--- src/rtl/opt_sequencer.sv ---
// opt_sequencer: run controller that issues five datapath phases per iteration for a host-requested number of iterations.
// Ports:
//   clk, reset          clock and synchronous active-high reset
//   run_req/run_com/run_count  host start request with its command and iteration count
//   abort               finish the current iteration, then end the run
//   opt_run, opt_com    iteration-start pulse and command to the datapath (THR when not running)
//   phase_start/phase_done  one-hot phase kick and per-phase completion pulse
//   exch_odd            pairing parity for the exchange phases, toggles per iteration
//   host_req/host_gnt   host access to ordering/distance memories, granted only while idle
//   busy, done, timeout_err, iter_cnt  run status
module opt_sequencer #(
    parameter int CNT_W = 16,
    parameter int TO_W  = 10
) (
    input  logic             clk,
    input  logic             reset,
    input  logic             run_req,
    input  logic [2:0]       run_com,
    input  logic [CNT_W-1:0] run_count,
    input  logic             abort,
    output logic             opt_run,
    output logic [2:0]       opt_com,
    output logic [4:0]       phase_start,
    input  logic [4:0]       phase_done,
    output logic             exch_odd,
    input  logic             host_req,
    output logic             host_gnt,
    output logic             busy,
    output logic             done,
    output logic             timeout_err,
    output logic [CNT_W-1:0] iter_cnt
);
    localparam logic [2:0] THR = 3'd0;
    // Last WAIT cycle before the timeout counter would reach its all-ones value.
    localparam logic [TO_W-1:0] TO_LAST = {{(TO_W-1){1'b1}}, 1'b0};
    typedef enum logic [2:0] {IDLE, ISSUE, WAIT, NEXT, FINISH, ERROR} state_t;
    state_t state, state_nx;
    logic [2:0] phase;
    logic [TO_W-1:0] to_cnt;
    logic [CNT_W-1:0] count_q;
    logic [2:0] com_q;
    logic abort_q, zero_done, accept, abort_seen, last_iter;
    assign accept     = state == IDLE && run_req && !host_req;
    assign abort_seen = abort_q || abort;
    assign last_iter  = (iter_cnt + CNT_W'(1)) == count_q;
    always_ff @(posedge clk) state <= reset ? IDLE : state_nx;
    always_comb begin
        state_nx = state;
        case (state)
            IDLE:    state_nx = accept && run_count != '0 ? ISSUE : IDLE;
            ISSUE:   state_nx = WAIT;
            WAIT:    state_nx = phase_done[phase] ? NEXT : to_cnt == TO_LAST ? ERROR : WAIT;
            NEXT:    state_nx = phase == 3'd4 && (last_iter || abort_seen) ? FINISH : ISSUE;
            FINISH:  state_nx = IDLE;
            default: state_nx = ERROR;
        endcase
    end
    always_comb begin
        busy        = state inside {ISSUE, WAIT, NEXT, ERROR};
        opt_run     = state == ISSUE && phase == 3'd0;
        phase_start = state == ISSUE ? 5'(1) << phase : 5'd0;
        opt_com     = state inside {ISSUE, WAIT, NEXT} ? com_q : THR;
        done        = state == FINISH || zero_done;
        host_gnt    = state == IDLE && host_req;
        timeout_err = state == ERROR;
    end
    always_ff @(posedge clk) begin
        if (reset) begin
            phase     <= '0;
            to_cnt    <= '0;
            count_q   <= '0;
            com_q     <= THR;
            abort_q   <= 1'b0;
            zero_done <= 1'b0;
            iter_cnt  <= '0;
            exch_odd  <= 1'b0;
        end else begin
            zero_done <= accept && run_count == '0;
            if (accept) begin
                count_q  <= run_count;
                com_q    <= run_com;
                iter_cnt <= '0;
                abort_q  <= 1'b0;
                phase    <= '0;
            end
            if (busy && abort) abort_q <= 1'b1;
            if (state == ISSUE) to_cnt <= '0;
            if (state == WAIT) to_cnt <= to_cnt + TO_W'(1);
            if (state == NEXT) begin
                phase <= phase == 3'd4 ? 3'd0 : phase + 3'd1;
                if (phase == 3'd4) begin
                    exch_odd <= !exch_odd;
                    if (iter_cnt != count_q) iter_cnt <= iter_cnt + CNT_W'(1);
                end
            end
        end
    end
endmodule

--- config.mk ---
export PLATFORM = sky130hd
export DESIGN_NAME = opt_sequencer
export DESIGN_NICKNAME = d
export VERILOG_FILES = /design/src/rtl/opt_sequencer.sv
export SDC_FILE = /design/constraint.sdc
export NUM_CORES = 1
export LEC_CHECK = 0
export CAP_MARGIN = 40
export CORE_MARGIN = 2
export CORE_UTILIZATION = 60
export DETAILED_ROUTE_END_ITERATION = 6
export DONT_BUFFER_PORTS = 1
export PLACE_DENSITY_LB_ADDON = 0.2
export RECOVER_POWER = 25
export SLEW_MARGIN = 25
export SYNTH_ARGS = -nofsm -noshare
export SYNTH_HDL_FRONTEND = slang
export SYNTH_SLANG_ARGS = --single-unit
--- constraint.sdc ---
create_clock -name clk -period 3.7 [get_ports clk]
set_clock_uncertainty 0.15 [all_clocks]
set_input_delay 0.185 -clock clk [delete_from_list [all_inputs] [get_ports clk]]
set_output_delay 0.185 -clock clk [all_outputs]
set_load 0.05 [all_outputs]
# Yosys cells after proc, flatten, opt, wreduce, memory -nomap -nowiden
# Cells that the tools add are included.
[op_classes]
add_sub_neg = 3
magnitude_cmp = 1
n_eq_ne = 9
shifts = 1
n_mux = 20
reduce_logical = 23
[op_table]
columns = ["op", "count"]
rows = [
  ["16-bit 2-to-1 mux", 4],
  ["3-bit 2-to-1 mux", 7],
  ["10-bit 2-to-1 mux", 2],
  ["16-bit by 1-bit adder with 16-bit output (second input constant)", 1],
  ["16-bit == test", 1],
  ["16-bit logical NOT", 1],
  ["16-bit inequality test", 1],
  ["16-bit nonzero test", 1],
  ["3-bit case mux with 5 select lines", 1],
  ["10-bit by 1-bit adder with 10-bit output (second input constant)", 1],
  ["10-bit == test (second input constant)", 1],
  ["3-bit == test (second input constant)", 3],
  ["1-bit logical AND", 8],
  ["3-bit by 2-bit == test with 1-bit output (second input constant)", 2],
  ["3-bit logical NOT", 2],
  ["2-bit nonzero test", 3],
  ["5-bit 2-to-1 mux", 1],
  ["1-bit by 3-bit left shift with 5-bit output (first input constant)", 1],
  ["3-bit by 4-bit < comparator with 1-bit output (second input constant)", 1],
  ["1-bit 2-to-1 mux", 4],
  ["4-bit nonzero test", 1],
  ["3-bit by 1-bit adder with 3-bit output (second input constant)", 1],
  ["1-bit binary-select mux with 3-bit select", 1],
  ["3-bit by 1-bit == test with 1-bit output (second input constant)", 1],
  ["4 further kinds", 7],
]
[word_totals]
regBits = 54
in_bits = 29
word_cells = 66

# Depth between registers and ports, before layout
# Gate-level depths: netlist of the first run.
[depth]
word_depth = 7
depth_mapped = 10

# Worst setup path after synthesis of the first run
# OpenSTA, ideal clock, no wires.
[synth_path]
path_type = "register -> output"
start = "reg state[0]"
end = "out phase_start[0]"
arrival_time_ns = 2.682
t_required_ns = 3.365
setup_slack_ns = 0.683
path_stages_with_launch = 7
path_cell_list = "dfxtp_1 buf_2 inv_1 or3_1 clkbuf_1 nor3b_1 buf_4"
[synth_between]
elab_chain_len = 2
[synth_lines]
columns = ["item", "line", "source"]
rows = [
  ["start: declaration", "37", "state_t state, state_nx;"],
  ["start signal: assignment", "46", "always_ff @(posedge clk) state <= reset ? IDLE : state_nx;"],
  ["3-bit by 1-bit == test with 1-bit output", "61", "phase_start = state == ISSUE ? 5'(1) << phase : 5'd0;"],
  ["5-bit 2-to-1 mux", "61", ""],
  ["end: declaration", "23", "output logic [4:0] phase_start,"],
]
# No other way between the ends.

# Worst setup path in the final report of the first run
[layout_path]
start = "reg iter_cnt[2]"
end = "reg state[2]"
[layout_between]
elab_chain_len = 6
[layout_lines]
columns = ["item", "line", "source"]
rows = [
  ["start: declaration", "31", "output logic [CNT_W-1:0] iter_cnt"],
  ["start signal: assignment", "93", "if (iter_cnt != count_q) iter_cnt <= iter_cnt + CNT_W'(1);"],
  ["16-bit by 1-bit adder with 16-bit output", "45", "assign last_iter = (iter_cnt + CNT_W'(1)) == count_q;"],
  ["16-bit == test", "45", ""],
  ["1-bit logical OR", "53", "NEXT: state_nx = phase == 3'd4 && (last_iter || abort_seen) ? FINISH : ISSUE;"],
  ["1-bit logical AND", "53", ""],
  ["3-bit 2-to-1 mux", "53", ""],
  ["3-bit case mux with 5 select lines", "49", "case (state)"],
]
# No other way between the ends.
# A chain may end at the register's enable or synchronous reset.

==> results.yml, run 1 <==
outcome:
  status: "finished, final reports clean"
placement:
  io_buffers: 0
  pre_cts_ws_ns: 0.879
  gp_congestion: 0.921
  place_area_um2: 3360
  placed_cells: 467
  hpwl_mm: 5.56
setup_path:
  start_kind: "flip-flop"
  crit_end: "state[2]"
  r2r_end: "state[2]"
  crit_buf_inv: 0
  cp_slowest_stage_delay_ns: 0.90
  critPathKind: "reg2reg"
  cp.depth: 7
  required_ns: 3.80
  critPathMaxFanout: 12
  cp-startpoint: "iter_cnt[2]"
  reg2reg_depth: 7
  cp-end-kind: "flip-flop"
  worstPathArrival_ns: 3.01
  path_delay_family: "simple AND/OR/NAND/NOR gates"
  r2r_slack_ns: 0.79
  slowest_stage: "dfxtp_1"
  cp_cell_sequence: "nand2_1 > nor3_1 > a21oi_1 > nor4_2 > nand4_1 > nand2b_1 > a31oi_1"
  r2r-start: "iter_cnt[2]"
timing:
  period_minus_slack_ns: 2.91
  setup_tns_ns: 0
  rsz0062_at_grt: "no"
  slew_headroom_pct: 42.0
  layout_worst_path_cycle_share_pct: 78.6
  finalSetupViolations: 0
  drv_slew: 0
  hold_violations: 0
  fmax_mhz: 344
  layout_setup_ws_ns: 0.793
  worst_pin_slew_ns: 0.866
drt:
  ant_nets: 0
  drc: 0
  via_per_inst: 6.25
  vias: 3127
  drt_iter0_markers: 307
  wl_per_cell_um: 16.8
  wl_mm: 8.42
  dr.pass1.iters: 5
synth:
  seq_area_frac_synth_pct: 33.0
  netlist.area_leader.share_pct: 33.0
  yosysTopAreaCell: "dfxtp_1"
  synthFlopType: "dfxtp_1"
  yosysWarnings: 0
  synthArstFlopShare_pct: 0
  syn-num-nets: 450
  avgSynthCellArea_um2: 7.93
  synth_fa_ha_area_share_pct: 3.06
  synth_top_family_by_area: "simple AND/OR/NAND/NOR gates"
  synth_cell_type_count: 60
  syn_inst: 413
  synth_compound_area_share_pct: 19.0
  yosys.area_share.simple_pct: 31.0
  netlist_area_um2: 3270
  synth-seq-cells: 54
  synth_xor_area_share_pct: 7.68
  synth-edff-count: 0
  ys_top_cells_by_area: "dfxtp_1, a21oi_1, nand2_1"
  synthMuxAreaShare_pct: 0.688
floorplanning:
  fp.coreArea_um2: 5170
  rows: 26
  initial_core_util_pct: 63.3
  dieArea_um2: 6060
  die_h_um: 77.9
  ioPinCount: 59
  die_w_um: 77.9
grt:
  grt_pass1_wl_mm: 14.0
  grt_overflow: 0
  grt_max_degree: 55
  grt_pass1_vias: 2910
  antenna_found_initial: 0
  grtUsageTotal_pct: 28.7
min_path:
  min_path_type: "in2reg"
  hp-start: "reset"
finish:
  drive_above_1_share_pct: 13.5
  final_area_um2: 3700
  area_growth_pct: 13.1
  n_antenna_cell: 0
  stdcell_count: 500
  nets: 466
clock_network:
  cts.sinks: 54
  clockBufferDepth: 2
  htreeDepth: 2
  cts_tree: "yes"
  post_cts_buffers: 0
  clkLatencyLatePin_ns: 0.32
  cts.reportedPaths.clkPinSlew_ns: 0.10
  cts_made_buffers: 5
  cts_root_buf: "clkbuf_8"
power:
  p_switching_uw: 330
  leakage_nw: 1.24
  switching_share_pct: 28.8
  p_seq_share_pct: 53.5
  internal_power_uw: 817
  combPwrFrac_pct: 14.8
  p_per_area_nw_per_um2: 310
  clock_power_share_pct: 31.7
  ir_worst_vdd_mv: 0.242
job:
  cap_violations: 0
==> cell usage after synthesis (2+ instances only) <==
cell	number
nor3b_1	11
a21oi_1	45
dfxtp_1	54
and2_1	4
nand2_1	53
nor4_2	3
or3b_1	2
ha_1	8
nor4_1	6
nand4_1	12
o21ai_2	9
xnor2_1	12
nand3_1	14
or2_2	2
nor4b_1	3
clkbuf_1	12
nor3_1	6
o21ai_0	10
buf_2	7
nor2b_1	4
a311oi_1	2
a31oi_1	5
nand3b_1	4
inv_1	10
buf_6	3
a211oi_1	2
and3_1	2
o21ai_1	4
buf_4	3
nor2_1	37
a21oi_2	9
or4_1	5
xor2_1	14
or3_1	10
==> through the flow <==
stage	hold slack [ns]	power (mW)	util, %
floorplan	0.171	0.736	-
global placement	0.106	0.752	64.6
detailed placement	0.106	0.759	65.0
CTS	0.00183	1.15	71.5
global route	0.0341	1.19	71.6
finish	0.0153	1.15	71.6
==> kinds of logic after synthesis <==
family          after synthesis
flops                        54
xor+xnor                     27
fa+ha+maj                     8
buf+inv                      37
compound gates               98
simple gates                188
mux                           1
==> sequential cells by signal (all words and copies together), names as in the netlist <==
name and count:
zero_done 1, to_cnt 10, phase 3, iter_cnt 16, state 3, count_q 16, exch_odd 1, abort_q 1
com_q 3
==> power groups by stage <==
stage / sequential, mW / combinational, mW / clock (mW)
floorplan: 0.618 / 0.118 / 0
global placement: 0.625 / 0.127 / 0
detailed placement: 0.626 / 0.133 / 0
CTS: 0.613 / 0.167 / 0.369
global route: 0.616 / 0.184 / 0.388
finish: 0.614 / 0.170 / 0.364
==> worst min path at each step <==
stage,cells past startpoint,endpoint,slack (ns)
after floorplan,2,com_q[0],0.17
after global placement,1,iter_cnt[7],0.11
after detailed placement,1,iter_cnt[7],0.11
after CTS,3,zero_done,0.002
after global routing,2,iter_cnt[10],0.03
final,2,iter_cnt[7],0.02
==> per-layer routing <==
metal  global-route usage, %  part of all wire, %  vias to the layer above
met2                    45.9                   47                      134
li1                        -                    -                     1508
met3                    5.93                  6.3                       14
met4                    9.46                  1.4                        0
met5                       0                    0                        -
met1                    38.4                   45                     1471
==> cells in the final DEF (no fill, tap or decap), types with 8 or more instances in the layout <==
cell / n
a21oi_1: 44
xnor2_1: 12
or3_1: 10
dfxtp_1: 54
inv_1: 10
xor2_1: 14
dlygate4sd3_1: 23
nand3_1: 14
nand4_1: 12
nor2_1: 38
nand2_1: 53
ha_1: 8
o21ai_0: 10
o21ai_2: 9
a21oi_2: 10
==> area by class of cell <==
cell class | count | area [um^2]
clock buffer | 6 | 82.6
clock inverter | 2 | 16.3
fill | 426 | 1470
inverter | 10 | 37.5
multi-input combinational | 322 | 2060
sequential | 54 | 1080
tap | 70 | 87.6
timing repair buffer | 36 | 337
==> what timing repair did <==
item	in CTS	in global routing
hold buffers	22	2
gates resized for setup	0	0
hold endpoints to repair	54	1
Power figures use the tool's default switching activity.
==> run 2, diff against run 1 <==
- CORE_UTILIZATION: 60 -> 57
- clock period: 3.7 -> 2.5 ns (I/O delays scaled with it)
==> results.yml, run 2 (synthesis gave the netlist of run 1 again) <==
outcome:
  status: "finished, final reports clean"
drt:
  dr.pass1.iters: 4
  ant_nets: 0
  vias: 3161
  wl_per_cell_um: 15.5
  via_per_inst: 5.99
  drt_iter0_markers: 273
  drc: 0
  wl_mm: 8.20
grt:
  grt_pass1_wl_mm: 13.8
  grt_overflow: 0
  grt_pass1_vias: 2901
  grt_max_degree: 55
  antenna_found_initial: 0
  grtUsageTotal_pct: 27.4
setup_path:
  crit_buf_inv: 0
  r2r-start: "iter_cnt[3]"
  required_ns: 2.60
  cp_cell_sequence: "nand2_1 > or4_1 > a21oi_1 > o32a_2 > nand4_1 > nand2b_1 > a31oi_1"
  cp_slowest_stage_delay_ns: 0.54
  slowest_stage: "dfxtp_1"
  critPathKind: "reg2reg"
  r2r_slack_ns: 0.14
  worstPathArrival_ns: 2.46
  cp-startpoint: "iter_cnt[3]"
  start_kind: "flip-flop"
  cp-end-kind: "flip-flop"
  critPathMaxFanout: 9
  path_delay_family: "simple AND/OR/NAND/NOR gates"
floorplanning:
  die_h_um: 79.8
  rows: 27
  die_w_um: 79.8
  dieArea_um2: 6360
  ioPinCount: 59
  initial_core_util_pct: 59.1
  fp.coreArea_um2: 5540
timing:
  worst_pin_slew_ns: 0.716
  drv_slew: 0
  layout_worst_path_cycle_share_pct: 94.3
  slew_headroom_pct: 52.3
  fmax_mhz: 424
  hold_violations: 0
  period_minus_slack_ns: 2.36
  rsz0062_at_grt: "no"
  holdWs_ns: 0.0353
  finalSetupViolations: 0
finish:
  nets: 492
  drive_above_1_share_pct: 18.2
  mostFrequentLayoutCells: "nand2_1, dfxtp_1, a21oi_1, nor2_1, buf_4"
  n_antenna_cell: 0
  area_growth_pct: 18.8
  fillerInstances: 459
  layout_commonest_cell: "nand2_1"
  top_regs: "count_q (16), iter_cnt (16), to_cnt (10)"
  stdcell_count: 528
clock_network:
  clkLatencyLatePin_ns: 0.32
  cts.reportedPaths.clkPinSlew_ns: 0.11
  cts_made_buffers: 5
  cts.sinks: 54
  post_cts_buffers: 0
  cts_root_buf: "clkbuf_8"
  clockBufferDepth: 2
  htreeDepth: 2
  cts_tree: "yes"
job:
  cap_violations: 0
placement:
  hpwl_mm: 5.72
  placed_cells: 497
  gp_congestion: 0.901
  io_buffers: 0
power:
  p_per_area_nw_per_um2: 433
  ir_worst_vdd_mv: 0.276
  power.total_mw: 1.68
  leakage_nw: 1.34
min_path:
  hp-start: "phase_done[4]"
  min_path_type: "in2reg"
==> run 2: cell types whose count changed in the layout (fill, tap and decap cells not counted), sizes merged <==
cell         before  now
clkbuf           10   18
clkinv            0    1
clkinvlp          1    0
dlygate4sd3      23   22
buf               9   28
==> run 2: metrics by stage <==
step	instance area [um^2]	setup WS [ns]	utilization [%]	setup TNS [ns]
6_report	3890	0.144	70.2	0
5_1_grt	3890	0.0165	70.2	0
4_1_cts	3910	0.0563	70.6	0
3_5_place_dp	3580	0.0734	64.5	0
3_3_place_gp	3580	0.174	64.5	0
2_1_floorplan	3280	-0.0318	-	-0.0636
==> run 2: layout make-up <==
cell class / count / area (um^2) / area share, %
clock buffers: 6 / 72.6 / 1.87
clock inverters: 2 / 17.5 / 0.450
inverters: 10 / 37.5 / 0.965
multi-input cells: 322 / 2090 / 53.7
flip-flops and latches: 54 / 1090 / 28.0
well taps: 72 / 90.1 / 2.32
repair buffers: 62 / 495 / 12.7
==> run 2: path summary, 6_finish.rpt <==
kind	cells past startpoint	end
setup reg to reg	7	state[2]
hold / removal	4	state[1]
setup / recovery	7	state[2]
hold reg to reg	2	com_q[1]
==> run 2: worst register-to-register path, cell delays in order, from the launching register on <==
cell and delay, ns:
dfxtp_1 0.54, nand2_1 0.22, or4_1 0.54, a21oi_1 0.16, o32a_2 0.17, nand4_1 0.13, nand2b_1 0.19, a31oi_1 0.18
==> run 2: repair_timing <==
item	4_1_cts	5_1_grt
endpoints found under the hold margin	54	0
hold buffers	23	0
resized for setup	0	6
setup endpoints to repair	0	5
==> run 2: report_power, final <==
part | total (mW) | switching, mW | internal (mW) | leakage (nW)
logic | 0.264 | 0.156 | 0.108 | 0.857
registers | 0.905 | 0.0231 | 0.882 | 0.440
clock network | 0.514 | 0.310 | 0.204 | 0.0458
==> run 2: routing by layer <==
layer / GRT usage [%] / part of all wire (%) / vias up
met5: 0 / 0 / -
met4: 7.80 / 1.5 / 0
met3: 4.41 / 7.2 / 12
met2: 42.4 / 47 / 112
met1: 39.5 / 45 / 1479
li1: - / - / 1558
